### src/rtl/adder_arbiter.sv
// Round-robin front end that time-shares one external combinational adder among four requesters.
// Grant -> EXEC -> RESP, response held until resp_ready; ops_done counts accepted responses.
module adder_arbiter #(
  parameter int WIDTH   = 8,
  parameter int NUM_REQ = 4
) (
  input  logic                     clk,
  input  logic                     rst,
  input  logic [NUM_REQ-1:0]       req_valid,
  output logic [NUM_REQ-1:0]       req_ready,
  input  logic [NUM_REQ*WIDTH-1:0] req_a,
  input  logic [NUM_REQ*WIDTH-1:0] req_b,
  input  logic [NUM_REQ-1:0]       req_cin,
  output logic [WIDTH-1:0]         add_a,
  output logic [WIDTH-1:0]         add_b,
  output logic                     add_cin,
  input  logic [WIDTH-1:0]         add_s,
  input  logic                     add_cout,
  output logic                     resp_valid,
  input  logic                     resp_ready,
  output logic [WIDTH-1:0]         resp_sum,
  output logic                     resp_cout,
  output logic [1:0]               resp_id,
  output logic                     busy,
  output logic [15:0]              ops_done
);

  typedef enum logic [1:0] {
    IDLE = 2'd0,
    EXEC = 2'd1,
    RESP = 2'd2
  } state_t;

  state_t             state_q;
  logic [1:0]         last_grant_q;
  logic [WIDTH-1:0]   cap_a_q;
  logic [WIDTH-1:0]   cap_b_q;
  logic               cap_cin_q;
  logic [1:0]         cap_id_q;
  logic               resp_valid_q;
  logic [WIDTH-1:0]   resp_sum_q;
  logic               resp_cout_q;
  logic [1:0]         resp_id_q;
  logic [15:0]        ops_done_q;
  logic [15:0]        ops_done_d;

  logic               grant_vld;
  logic [1:0]         grant_idx;
  logic [WIDTH-1:0]   sel_a;
  logic [WIDTH-1:0]   sel_b;
  logic               sel_cin;

  // Scan from lowest to highest priority so the last hit is the winner;
  // offset 4 wraps to last_grant itself, which therefore has lowest priority.
  always_comb begin
    grant_vld = 1'b0;
    grant_idx = 2'd0;
    for (int k = 4; k >= 1; k--) begin
      if (req_valid[last_grant_q + 2'(k)]) begin
        grant_vld = 1'b1;
        grant_idx = last_grant_q + 2'(k);
      end
    end
  end

  always_comb begin
    sel_a   = req_a[int'(grant_idx)*WIDTH +: WIDTH];
    sel_b   = req_b[int'(grant_idx)*WIDTH +: WIDTH];
    sel_cin = req_cin[grant_idx];
  end

  always_comb begin
    req_ready = '0;
    if (!rst && (state_q == IDLE) && grant_vld) begin
      req_ready[grant_idx] = 1'b1;
    end
  end

  assign ops_done_d = ops_done_q + 16'd1;

  always_ff @(posedge clk or posedge rst) begin
    if (rst) begin
      state_q      <= IDLE;
      last_grant_q <= 2'd3;
      cap_a_q      <= '0;
      cap_b_q      <= '0;
      cap_cin_q    <= 1'b0;
      cap_id_q     <= 2'd0;
      resp_valid_q <= 1'b0;
      resp_sum_q   <= '0;
      resp_cout_q  <= 1'b0;
      resp_id_q    <= 2'd0;
      ops_done_q   <= 16'd0;
    end else begin
      case (state_q)
        IDLE: begin
          if (grant_vld) begin
            cap_a_q      <= sel_a;
            cap_b_q      <= sel_b;
            cap_cin_q    <= sel_cin;
            cap_id_q     <= grant_idx;
            last_grant_q <= grant_idx;
            state_q      <= EXEC;
          end
        end
        EXEC: begin
          resp_sum_q   <= add_s;
          resp_cout_q  <= add_cout;
          resp_id_q    <= cap_id_q;
          resp_valid_q <= 1'b1;
          state_q      <= RESP;
        end
        RESP: begin
          if (resp_ready) begin
            resp_valid_q <= 1'b0;
            ops_done_q   <= ops_done_d;
            state_q      <= IDLE;
          end
        end
        default: state_q <= IDLE;
      endcase
    end
  end

  // Adder operands come straight from capture registers in every state.
  assign add_a      = cap_a_q;
  assign add_b      = cap_b_q;
  assign add_cin    = cap_cin_q;
  assign resp_valid = resp_valid_q;
  assign resp_sum   = resp_sum_q;
  assign resp_cout  = resp_cout_q;
  assign resp_id    = resp_id_q;
  assign busy       = (state_q != IDLE);
  assign ops_done   = ops_done_q;

endmodule

### config.mk
export PLATFORM = sky130hd
export DESIGN_NAME = adder_arbiter
export DESIGN_NICKNAME = d
export VERILOG_FILES = /design/src/rtl/adder_arbiter.sv
export SDC_FILE = /design/constraint.sdc
export NUM_CORES = 1
export LEC_CHECK = 0
export ABC_AREA = 1
export BUFFER_PORTS_ARGS = -buffer_cell sky130_fd_sc_hd__buf_4
export CORE_UTILIZATION = 35
export DETAILED_ROUTE_END_ITERATION = 12
export PLACE_DENSITY = 0.67
export SYNTH_ARGS = -nofsm -noshare
export SYNTH_HDL_FRONTEND = slang
export SYNTH_SLANG_ARGS = --single-unit
### constraint.sdc
create_clock -name clk -period 2.25 [get_ports clk]
set_clock_uncertainty 0.2 [all_clocks]
set_input_delay 0.1125 -clock clk [delete_from_list [all_inputs] [get_ports clk]]
set_output_delay 0.1125 -clock clk [all_outputs]
set_load 0.01 [all_outputs]
# Yosys cells after proc, flatten, opt, wreduce, memory -nomap -nowiden
# Cells that the tools add are included.
# W data, S select, Z words.
# word_totals
regBits	51
in_bits	84
output_inout_bits	50
word_cells	64
# op_classes
addsub	4
order_cmp	6
eq_ne	4
shifts	2
muxes	26
n_reduce_logical	11
# ops
operator	n
$shiftx A32 B6 Y8	2
$add A16 B1 Y16 const B	1
$lt A2 B3 Y1 const B	5
$mux W2	6
$mux W1	11
$bmux W1 S2	5
$reduce_and A2 Y1	4
$pmux W2 S3	1
$add A2 B2 Y2 const B	2
$mux W4	1
$ne A2 B2 Y1 const B	2
$reduce_bool A2 Y1	2
$logic_and A1 B1 Y1	3
$add A2 B1 Y2 const B	1
$demux W1 S2	1
$eq A2 B1 Y1 const B	1
$eq A2 B2 Y1 const B	1
$ge A2 B1 Y1 const B	1
$logic_not A2 Y1	1
$pmux W1 S2	1
$logic_not A1 Y1	1

# Logic depth before layout (Yosys ltp)
# Gate-level depths: netlist of run 1.
# logic_depth
ltp_word	11
mapped_depth	17
ltp_nobuf	15

# Least setup slack after synthesis of run 1
# Ideal clock, no wire load.
# synth_path
path_type	input to output
from	input port rst
to	output port req_ready[0]
arrival_ps	1824
t_required_ps	1938
path_slack_ps	114
path_stages	3
path_buffers	0
cell_sequence	inv_1 > nand2_1 > nor3_1
# synth_via
elab_chain_len	4
# synth_rtl
item	line_no	source
start: declaration	8	input logic rst,
$logic_not A1 Y1 (no line)	--	
$logic_and A1 B1 Y1 (2 in a row)	74	if (!rst && (state_q == IDLE) && grant_vld) begin
$mux W4	74	
end: declaration	10	output logic [NUM_REQ-1:0] req_ready,
# Every way passes these cells.

# Worst setup path in the final report of run 1
# layout_path
from	register last_grant_q[0]
to	output port req_ready[2]
# layout_via
elab_chain_len	11
elab_cells_between_ends	26
classes_between	add/sub (3); order compare (2); mux (19); reduce/logical (2)
# layout_rtl
item	line_no	source
start: declaration	35	logic [1:0] last_grant_q;
start signal: assignment	102	last_grant_q <= grant_idx;
$add A2 B2 Y2 / $bmux W1 S2 (equally long branches)	59, 61	
$bmux W1 S2 / $mux W1 (equally long branches)	59	if (req_valid[last_grant_q + 2'(k)]) begin
$mux W1 (not written as such) / $mux W2 (equally long branches)	59	
$mux W2 (3 in a row)	59	
$lt A2 B3 Y1 (not written as such) / $ge A2 B1 Y1 (equally long branches)	75	req_ready[grant_idx] = 1'b1;
$logic_and A1 B1 Y1 (not written as such)	75	
$mux W1 (not written as such)	75	
$demux W1 S2	75	
$mux W4 (*)	74	
# Mark *: on every way between the ends. The rest lies on a longest branch, timed or not. The select of a mux whose other input is x is not followed.

==> reports/metrics.cfg, run 1 <==
[finish]
final_cell_mix = nand2_1, buf_4, nand3_1
instances_no_fill = 707
layout_commonest_cell = nand2_1
nets = 686
diodes = 0
final_area_sq_mm = 0.00475
final_core_util_pct = 57.3
drive_gt1_share_pct = 35.4
syn_to_final_growth_pct = 56.9

[clocking]
clockRootBuffer = clkbuf_8
cts_max_level = 2
clk_pin_slew_worst_paths_ns = 0.09
numCtsBuffers = 5
cts.sinks = 51
tritoncts = yes
cts_buffer_depth = 2
clk_latency_ns = 0.30

[worst_setup_path]
worstPathRequired_ns = 1.94
critPathMaxFanout = 8
cp.arrival_ns = 2.02
end_kind = primary output
setup.worst_path.start_class = flop
critPathKind = reg -> out

[drt]
routed_wirelength_um = 8960
first_pass_iters = 4
viasPerCell = 4.70
drt-initial-drc-count = 140
num_vias = 3320
route.met2.wl_um = 4540
drc = 0
highest_layer = met4
ant_nets = 0
routedLengthMet1_um = 3810
wl_per_cell_um = 12.7
routed-wl-met3_um = 535

[synth]
synthFlopType = dfrtp_1
postSynthAreaPerCell_sq_um = 7.01
async_flop_share_pct = 100
yosys_warnings = 0
netlist_area_sq_mm = 0.00303
synth_seq_cells = 51
netlist_instances = 432
synth_cell_types = 27
synth-edff-count = 0
synth-seq-area-share_pct = 42.2
syn_nets = 517

[timing]
tightest_slew_ns = 0.624
fin_ws_ns = -0.0820
timing.final.max_slew_violations = 0
rsz0062_at_grt = true
setup_violations = 4
finalHoldViolations = 0
finalCritPeriodShare_pct = 104
fmax_mhz = 429
fin_crit_ns = 2.33
slew_headroom_pct = 58.4

[job]
cap_violations = 0

[grt]
grt_max_degree = 52
grt-ovfl-total = 0
grt_pass1_vias = 3077
grt_usage_pct = 19.2
grt_pass1_wl_um = 13600
antenna_found_initial = 0

[die]
dieArea_sq_mm = 0.00903
ios = 134
die_w_um = 95.0
placementRows = 33
start_util_pct = 36.5
die_h_um = 95.0
core-area_sq_mm = 0.00830

[place]
post-dp-hpwl_um = 6160
place_ws_ns = 0.0466
portBuffers = 133
placed_area_sq_mm = 0.00417
place.gp.congestion = 0.891
placedCellCount = 663

[power]
total_power_w = 0.00650
p_leak_nw = 2.67
power_density_mw_per_mm2 = 1370
peakVddDrop_mv = 0.480

[min_path]
min_path_type = in -> reg

[outcome]
violations = setup timing
run_status = finished with violations

## critical path, cell delays in order, from the launching register on
cell     delay, ns
dfstp_2       0.66
inv_4         0.09
nand2_2       0.10
nand3_2       0.09
nand2_1       0.10
inv_2         0.04
nand2_2       0.08
nand2_2       0.07
nand2_4       0.10
nand2_8       0.08
nor3_2        0.15
buf_4         0.15
## sequential cells by signal, indices dropped and copies added (netlist names)
register	count
resp_id	2
add_b	8
state_q	2
resp_valid	1
ops_done	16
resp_cout	1
cap_id_q	2
last_grant_q	2
add_cin	1
resp_sum	8
add_a	8
## kinds of logic after synthesis
family	count (synthesis)	synth area share [%]
AND/OR/NAND/NOR	271	37.8
buffers and inverters	77	10.7
flip-flops	51	42.2
XOR/XNOR	12	3.47
AO/OA/AOI/OAI	10	1.65
multiplexers	10	3.72
adder cells (fa/ha/maj)	1	0.413
## final timing paths
check	from	to	slack, ns	depth (start not counted)
min in group asynchronous	rst	ops_done[1]$_DFFE_PP0P_	0.38	4
max in group asynchronous	rst	resp_id[1]$_DFFE_PP0P_	1.07	4
min	req_b[30]	add_b[6]$_DFFE_PP0P_	0.0005	7
min reg2reg	ops_done[15]$_DFFE_PP0P_	ops_done[15]$_DFFE_PP0P_	0.27	1
max reg2reg	last_grant_q[0]$_DFFE_PP1P_	add_a[3]$_DFFE_PP0P_	0.03	16
max	last_grant_q[0]$_DFFE_PP1P_	req_ready[2]	-0.08	11
## per-layer routing
metal	track usage, %	up-vias
met5	0	-
li1	-	1664
met4	4.29	0
met2	34.1	112
met1	23.6	1536
met3	4.15	8
## layout make-up
type / instances / area, sq um
timing repair buffer: 180 / 1480
clock inverter: 2 / 16.3
tap: 105 / 131
sequential: 51 / 1280
fill: 743 / 3550
inverter: 59 / 226
clock buffer: 6 / 82.6
multi-input combinational: 304 / 1540
## where the power goes
part | switching (W) | total, W | leakage [nW] | internal, W
Combinational | 0.00254 | 0.00440 | 1.99 | 0.00186
Sequential | 0.000247 | 0.00154 | 0.628 | 0.00130
Clock | 0.000314 | 0.000566 | 0.0474 | 0.000252
Total | 0.00310 | 0.00650 | 2.67 | 0.00341
## per-stage QoR
stage / hold WS [ns] / setup TNS (ns)
global placement: 0.146 / 0
CTS: 0.00205 / -0.0249
detailed placement: 0.151 / 0
global route: 0.0250 / -2.20
finish: 0.000478 / -0.233
floorplan: 0.0197 / 0
## what timing repair did
action                                 4_1_cts  5_1_grt
setup endpoints to repair                    4       21
endpoints found under the hold margin       75        0
hold buffers                                28        0
gates resized for setup                     14       26
pin swaps                                    4        5
cloned                                       0        1
setup buffers                                6        3
## cells in the mapped netlist (2+ instances only)
cell type  instances  area share, %
nand3_2            2           0.66
inv_1             53            6.6
dfrtp_1           49             40
nor3_1             4           0.66
nand2_2            3           0.62
mux2_2            10            3.7
xnor2_1            8            2.3
a21oi_1            2           0.33
nand3_1           60            9.9
buf_6              3            1.1
xor2_1             4            1.2
o21ai_0            7            1.2
nand4_1            2           0.41
inv_2              4           0.50
clkbuf_1           6           0.74
nand2_1          184             23
dfstp_2            2            1.7
nor2_1            12            1.5
buf_2              9            1.5
Power figures use the tool's default switching activity.
==> run 2: changes to the inputs <==
Settings changed: ABC_AREA 1 to unset, PLACE_DENSITY 0.67 to unset, PLACE_DENSITY_LB_ADDON set to 0.12.
==> reports/metrics.cfg, run 2 <==
[clocking]
clk_pin_slew_worst_paths_ns = 0.10  ; was 0.09 ns
cts_buffer_depth = 2  ; unchanged
cts.sinks = 51  ; unchanged
cts_max_level = 2  ; unchanged
clockRootBuffer = clkbuf_8  ; unchanged
tritoncts = yes  ; unchanged
numCtsBuffers = 5  ; unchanged
clk_latency_ns = 0.31  ; was 0.30 ns

[synth]
postSynthAreaPerCell_sq_um = 11.1  ; was 7.01 sq um
synth_top_area_share_pct = 45.9  ; was 40.5%
syn_nets = 325  ; was 517
synth-seq-area-share_pct = 47.9  ; was 42.2%
async_flop_share_pct = 100  ; unchanged
yosys_warnings = 0  ; unchanged
synthFlopType = dfrtp_1  ; unchanged
synth_top_area_cell = dfrtp_1  ; unchanged
synthTopCellsByArea = dfrtp_1, a211oi_1, mux2i_1, and4_1, mux2_2  ; was dfrtp_1, nand2_1, nand3_1, inv_1, mux2_2
synth_simple_gate_area_share_pct = 18.8  ; was 37.8%
synth-edff-count = 0  ; unchanged
synth_cell_types = 40  ; was 27
synth-compound-area-share_pct = 12.4  ; was 1.65%
synth-xor-area-share_pct = 4.92  ; was 3.47%
netlist_area_sq_mm = 0.00267  ; was 0.00303 sq mm
synth_top_family_by_area = simple AND/OR/NAND/NOR gates  ; unchanged
synth_mux_area_share_pct = 11.0  ; was 3.72%
synth_fa_ha_area_share_pct = 0.468  ; was 0.413%
synth_seq_cells = 51  ; unchanged
netlist_top_cells_count = dfrtp_1, a211oi_1, nor2_1  ; was nand2_1, nand3_1, inv_1
netlist_instances = 240  ; was 432
yosys.cell_count.top_type = dfrtp_1  ; was nand2_1

[grt]
grt_pass1_vias = 2652  ; was 3077
grt_max_degree = 46  ; was 52
grt_pass1_wl_um = 12400  ; was 13600 um
grt_usage_pct = 20.4  ; was 19.2%
antenna_found_initial = 0  ; unchanged
grt-ovfl-total = 0  ; unchanged

[worst_setup_path]
slowest_delay_ns = 0.56  ; was 0.66 ns
startpoint = last_grant_q[0]$_DFFE_PP1P_  ; unchanged
r2r_cells = 7  ; was 16
cpLargestDelayFamily = flip-flops  ; was simple AND/OR/NAND/NOR gates
setup.worst_path.start_class = flop  ; unchanged
slowest_stage = dfstp_2  ; unchanged
r2r_start = last_grant_q[0]$_DFFE_PP1P_  ; unchanged
crit_path_cell_trace = nand2b_1, a21bo_1, and3_4, buf_12, and3_1, buf_4  ; was inv_4, nand2_2, nand3_2, nand2_1, inv_2, nand2_2, nand2_2, nand2_4, nand2_8, nor3_2, buf_4
critPathKind = reg -> out  ; unchanged
r2r-end = add_b[6]$_DFFE_PP0P_  ; was add_a[3]$_DFFE_PP0P_
end_kind = primary output  ; unchanged
critPathBufInv = 2  ; was 3
rrSetupSlack_ns = 0.24  ; was 0.03 ns
worstPathRequired_ns = 1.94  ; about the same
critPathMaxFanout = 10  ; was 8
cp.arrival_ns = 1.85  ; was 2.02 ns

[drt]
first_pass_iters = 4  ; unchanged
routed_wirelength_um = 8100  ; was 8960 um
drt-initial-drc-count = 103  ; was 140
ant_nets = 0  ; unchanged
viasPerCell = 4.93  ; was 4.70
num_vias = 2633  ; was 3320
drc = 0  ; unchanged
wl_per_cell_um = 15.2  ; was 12.7 um

[finish]
largest_reg_flops = 16  ; unchanged
final_cell_mix = buf_4, dlygate4sd3_1, dfrtp_1  ; was nand2_1, buf_4, nand3_1
nFillCells = 622  ; was 743
drive_gt1_share_pct = 40.9  ; was 35.4%
nets = 519  ; was 686
syn_to_final_growth_pct = 67.7  ; was 56.9%
instances_no_fill = 534  ; was 707
diodes = 0  ; unchanged
layout_commonest_cell = buf_4  ; was nand2_1

[min_path]
min_path_type = in -> reg  ; unchanged
hold_start = req_b[14]  ; was req_b[30]
min_to = add_b[6]$_DFFE_PP0P_  ; unchanged
whs_path_depth = 3  ; was 7

[timing]
finalCritPeriodShare_pct = 96.3  ; was 104%
tightest_slew_ns = 0.573  ; was 0.624 ns
rsz0062_at_grt = false  ; was true
fmax_mhz = 462  ; was 429 MHz
fin_crit_ns = 2.17  ; was 2.33 ns
hold_slack_ns = -0.00140  ; was 0.000478 ns
timing.final.max_slew_violations = 0  ; unchanged
fin_setup_tns_ns = 0  ; was -0.233 ns
slew_headroom_pct = 61.8  ; was 58.4%
setup_violations = 0  ; was 4
finalHoldViolations = 1  ; was 0

[die]
core-area_sq_mm = 0.00733  ; was 0.00830 sq mm
dieArea_sq_mm = 0.00799  ; was 0.00903 sq mm
ios = 134  ; unchanged
die_h_um = 89.4  ; was 95.0 um
placementRows = 31  ; was 33
start_util_pct = 36.4  ; was 36.5%
die_w_um = 89.4  ; was 95.0 um

[power]
p_sw_share_pct = 37.9  ; was 47.6%
clkPwrFrac_pct = 12.2  ; was 8.7%
peakVddDrop_mv = 0.447  ; was 0.480 mV
p_int_w = 0.00278  ; was 0.00341 W
p_leak_nw = 2.11  ; was 2.67 nW
seq_power_share_pct = 34.4  ; was 23.7%
p_sw_w = 0.00170  ; was 0.00310 W
comb_power_share_pct = 53.5  ; was 67.6%
total_power_w = 0.00448  ; was 0.00650 W
power_density_mw_per_mm2 = 1000  ; was 1370 mW/mm^2

[place]
place.gp.congestion = 0.745  ; was 0.891
placedCellCount = 468  ; was 663
portBuffers = 133  ; unchanged
post-dp-hpwl_um = 5450  ; was 6160 um

[outcome]
run_status = finished with violations  ; unchanged
violations = hold timing  ; was setup timing

[job]
cap_violations = 0  ; unchanged

[run 2: changes by cell type in the layout (fill, tap and decap cells not counted), sizes merged, moves of 5 or more]
cell and change:
a211oi +34, a21o +5, and4 +18, buf -6
dlygate4sd3 +27, inv -53, mux2i +17, nand2 -182
nand2b +5, nand3 -53, nor2 +14, o21ai -7
[run 2: cells by family (layout without fill, tap and decap cells)]
group                      after synthesis  in the layout
and+or+nand+nor                         83             83
DFF                                     51             51
AOI/OAI and AO/OA                       44             44
muxes                                   28             28
buffers and inverters                   18            213
xor gates and xnor gates                15             15
adders and majority gates                1              1
[run 2: power by group through the flow]
stage	clock (W)	sequential, W	combinational, W
final	0.000547	0.00154	0.00240
after global routing	0.000603	0.00159	0.00259
after CTS	0.000560	0.00154	0.00231
after detailed placement	0	0.00156	0.00222
after global placement	0	0.00155	0.00218
after floorplan	0	0.00165	0.00122
[run 2: layout make-up]
cell class	count	area, sq um	area share [%]
tap	99	124	2.76
multi-input combinational	171	1290	28.8
inverter	4	15.0	0.335
clock buffer	5	68.8	1.54
sequential	51	1280	28.6
clock inverter	3	23.8	0.531
timing repair buffer	201	1680	37.4
[run 2: per-layer routing]
layer / GRT usage, % / share of wire, % / vias to the layer above
met5: 0 / 0 / -
met4: 6.35 / 1.3 / 0
met3: 4.52 / 5.0 / 9
met2: 35.5 / 51 / 85
met1: 25.1 / 42 / 1267
li1: - / - / 1272
[run 2: worst max path at each step]
stage               slack [ns]  cells past startpoint              endpoint
detailed placement        0.24                      5  add_b[6]$_DFFE_PP0P_
floorplan                 0.36                      6          req_ready[1]
CTS                       0.02                      5          req_ready[2]
finish                    0.08                      6          req_ready[2]
global route             0.004                      6          req_ready[0]
global placement          0.26                      5          req_ready[3]
[run 2: worst min-delay path: cells and delay by family]
| kind | cells | cell delay (ns) |
|---|---|---|
| AOI/OAI and AO/OA | 2 | 0.26 |
| buffers and inverters | 1 | 0.08 |
[run 2: timing repair]
action | in CTS | in global routing
hold buffers | 55 | 0
endpoints found under the hold margin | 78 | 0
setup buffers | 0 | 2
gates resized for setup | 3 | 3
pin swaps | 0 | 1
endpoints found under the setup margin | 3 | 3
gates cloned | 0 | 1
[run 2: per-stage QoR]
stage | worst slack [ns] | util [%] | cell area (sq um)
2_1_floorplan | 0.359 | - | 2670
3_3_place_gp | 0.265 | 51.5 | 3780
3_5_place_dp | 0.242 | 51.5 | 3780
4_1_cts | 0.0161 | 60.4 | 4430
5_1_grt | 0.00435 | 61.1 | 4480
6_report | 0.0843 | 61.1 | 4480
==> run 3: changes to the inputs <==
Settings changed: ABC_AREA set to 1, SETUP_SLACK_MARGIN set to 0.2.
==> reports/metrics.cfg, run 3 (synthesized netlist as in run 1, its figures left out) <==
[worst_setup_path]
crit_path_cell_trace = buf_12, buf_6, o21ai_4, nand2_1, nand2_1, nand2_2, nand2_2, nand2_4, nand2_4, buf_12, nor3_4, buf_6  ; was nand2b_1, a21bo_1, and3_4, buf_12, and3_1, buf_4
r2r-end = add_cin$_DFFE_PP0P_  ; was add_b[6]$_DFFE_PP0P_
slowest_stage = dfstp_2  ; unchanged
startpoint = last_grant_q[0]$_DFFE_PP1P_  ; unchanged
critPathMaxFanout = 6  ; was 10
critPathKind = reg -> out  ; unchanged
rrSetupSlack_ns = -0.06  ; was 0.24 ns
r2r_start = last_grant_q[0]$_DFFE_PP1P_  ; unchanged
end_kind = primary output  ; unchanged
slowest_delay_ns = 0.61  ; was 0.56 ns
critPathBufInv = 4  ; was 2
worstPathRequired_ns = 1.94  ; about the same
setup.worst_path.start_class = flop  ; unchanged
r2r_cells = 17  ; was 7
cp.arrival_ns = 2.06  ; was 1.85 ns
cpLargestDelayFamily = flip-flops  ; unchanged
endpoint = req_ready[2]  ; unchanged
cp.depth = 12  ; was 6

[place]
placedCellCount = 661  ; was 468
place.gp.congestion = 0.870  ; was 0.745
post-dp-hpwl_um = 5820  ; was 5450 um
placed_area_sq_mm = 0.00417  ; was 0.00378 sq mm
portBuffers = 133  ; unchanged

[finish]
layout_commonest_cell = nand2_1  ; was buf_4
instances_no_fill = 717  ; was 534
regArea_sq_mm = 0.00128  ; about the same
nets = 696  ; was 519
final_cell_mix = nand2_1, buf_4, nand3_1  ; was buf_4, dlygate4sd3_1, dfrtp_1
final_area_sq_mm = 0.00500  ; was 0.00448 sq mm
nFillCells = 731  ; was 622
final_core_util_pct = 60.3  ; was 61.1%
largest_reg_flops = 16  ; unchanged
diodes = 0  ; unchanged
multi_input_area_sq_mm = 0.00161  ; was 0.00129 sq mm
drive_gt1_share_pct = 38.6  ; was 40.9%
syn_to_final_growth_pct = 65.1  ; was 67.7%

[die]
die_h_um = 95.0  ; was 89.4 um
placementRows = 33  ; was 31
dieArea_sq_mm = 0.00903  ; was 0.00799 sq mm
die_w_um = 95.0  ; was 89.4 um
core-area_sq_mm = 0.00830  ; was 0.00733 sq mm
ios = 134  ; unchanged
start_util_pct = 36.5  ; was 36.4%

[clocking]
clk_pin_slew_worst_paths_ns = 0.09  ; was 0.10 ns
cts_buffer_depth = 2  ; unchanged
clk_latency_ns = 0.30  ; was 0.31 ns
cts.sinks = 51  ; unchanged
numCtsBuffers = 5  ; unchanged
clockRootBuffer = clkbuf_8  ; unchanged
cts_max_level = 2  ; unchanged
tritoncts = yes  ; unchanged

[drt]
drt-initial-drc-count = 89  ; was 103
wl_per_cell_um = 12.5  ; was 15.2 um
routedLengthMet1_um = 4010  ; was 3440 um
routed-wl-met3_um = 425  ; was 405 um
drc = 0  ; unchanged
first_pass_iters = 4  ; unchanged
viasPerCell = 4.55  ; was 4.93
num_vias = 3263  ; was 2633
route.met2.wl_um = 4370  ; was 4150 um
ant_nets = 0  ; unchanged
highest_layer = met4  ; unchanged
routed_wirelength_um = 8940  ; was 8100 um

[timing]
setup_violations = 15  ; was 0
rsz0062_at_grt = true  ; was false
fin_ws_ns = -0.118  ; was 0.0843 ns
finalHoldViolations = 0  ; was 1
slew_headroom_pct = 57.6  ; was 61.8%
fin_setup_tns_ns = -0.690  ; was 0 ns
fmax_mhz = 422  ; was 462 MHz
timing.final.max_slew_violations = 0  ; unchanged
finalCritPeriodShare_pct = 105  ; was 96.3%
fin_crit_ns = 2.37  ; was 2.17 ns
tightest_slew_ns = 0.635  ; was 0.573 ns

[job]
cap_violations = 0  ; unchanged

[grt]
antenna_found_initial = 0  ; unchanged
grt_pass1_vias = 3123  ; was 2652
grt-ovfl-total = 0  ; unchanged
grt_pass1_wl_um = 14100  ; was 12400 um
grt_max_degree = 52  ; was 46
grt_usage_pct = 20.1  ; was 20.4%

[min_path]
hold_start = req_b[9]  ; was req_b[14]
min_path_type = in -> reg  ; unchanged

[outcome]
violations = setup timing  ; was hold timing
run_status = finished with violations  ; unchanged

[power]
p_leak_nw = 2.79  ; was 2.11 nW
power_density_mw_per_mm2 = 1480  ; was 1000 mW/mm^2
peakVddDrop_mv = 0.727  ; was 0.447 mV

## run 3: layer usage
metal	global-route usage (%)	vias to the layer above
met3	3.59	12
li1	-	1686
met4	7.20	0
met2	34.4	112
met5	0	-
met1	25.3	1453
## run 3: stage by stage
| step | total power (W) | setup slack (ns) | hold slack, ns |
|---|---|---|---|
| global placement | 0.00546 | 0.134 | 0.149 |
| global route | 0.00808 | -0.246 | 0.0376 |
| floorplan | 0.00417 | 0.243 | -0.0353 |
| CTS | 0.00701 | -0.0783 | 0.00558 |
| finish | 0.00738 | -0.118 | 0.0142 |
| detailed placement | 0.00551 | 0.0539 | 0.149 |
## run 3: worst min-delay path, delay by kind of cell
kind / cells / cell delay (ns)
buffers and inverters: 2 / 0.10
AND/OR/NAND/NOR: 5 / 0.27
## run 3: final cells by class
class / count / area share (%)
inverter: 59 / 4.73
clock buffer: 6 / 1.65
multi-input combinational: 304 / 32.1
sequential: 51 / 25.6
tap: 105 / 2.63
clock inverter: 2 / 0.325
timing repair buffer: 190 / 32.9
## run 3: how the worst min path moves through the flow
stage | endpoint | depth (start not counted)
6_report | add_b[1]$_DFFE_PP0P_ | 7
5_1_grt | add_b[1]$_DFFE_PP0P_ | 7
4_1_cts | add_a[2]$_DFFE_PP0P_ | 7
3_5_place_dp | resp_sum[7]$_DFFE_PP0P_ | 2
3_3_place_gp | resp_sum[7]$_DFFE_PP0P_ | 2
2_1_floorplan | add_a[0]$_DFFE_PP0P_ | 1
## run 3: timing repair
item / in CTS / in global routing
buffers inserted: 8 / 11
setup endpoints to repair: 22 / 29
hold buffers: 25 / 0
pin swaps: 15 / 13
endpoints found under the hold margin: 72 / 0
resized for setup: 31 / 33
cloned: 3 / 1
## run 3: power by group
part / total [W] / leakage (nW) / internal [W] / switching (W)
Combinational: 0.00527 / 2.12 / 0.00248 / 0.00279
Sequential: 0.00155 / 0.626 / 0.00130 / 0.000247
Clock: 0.000561 / 0.0474 / 0.000252 / 0.000309
Total: 0.00738 / 2.79 / 0.00403 / 0.00335
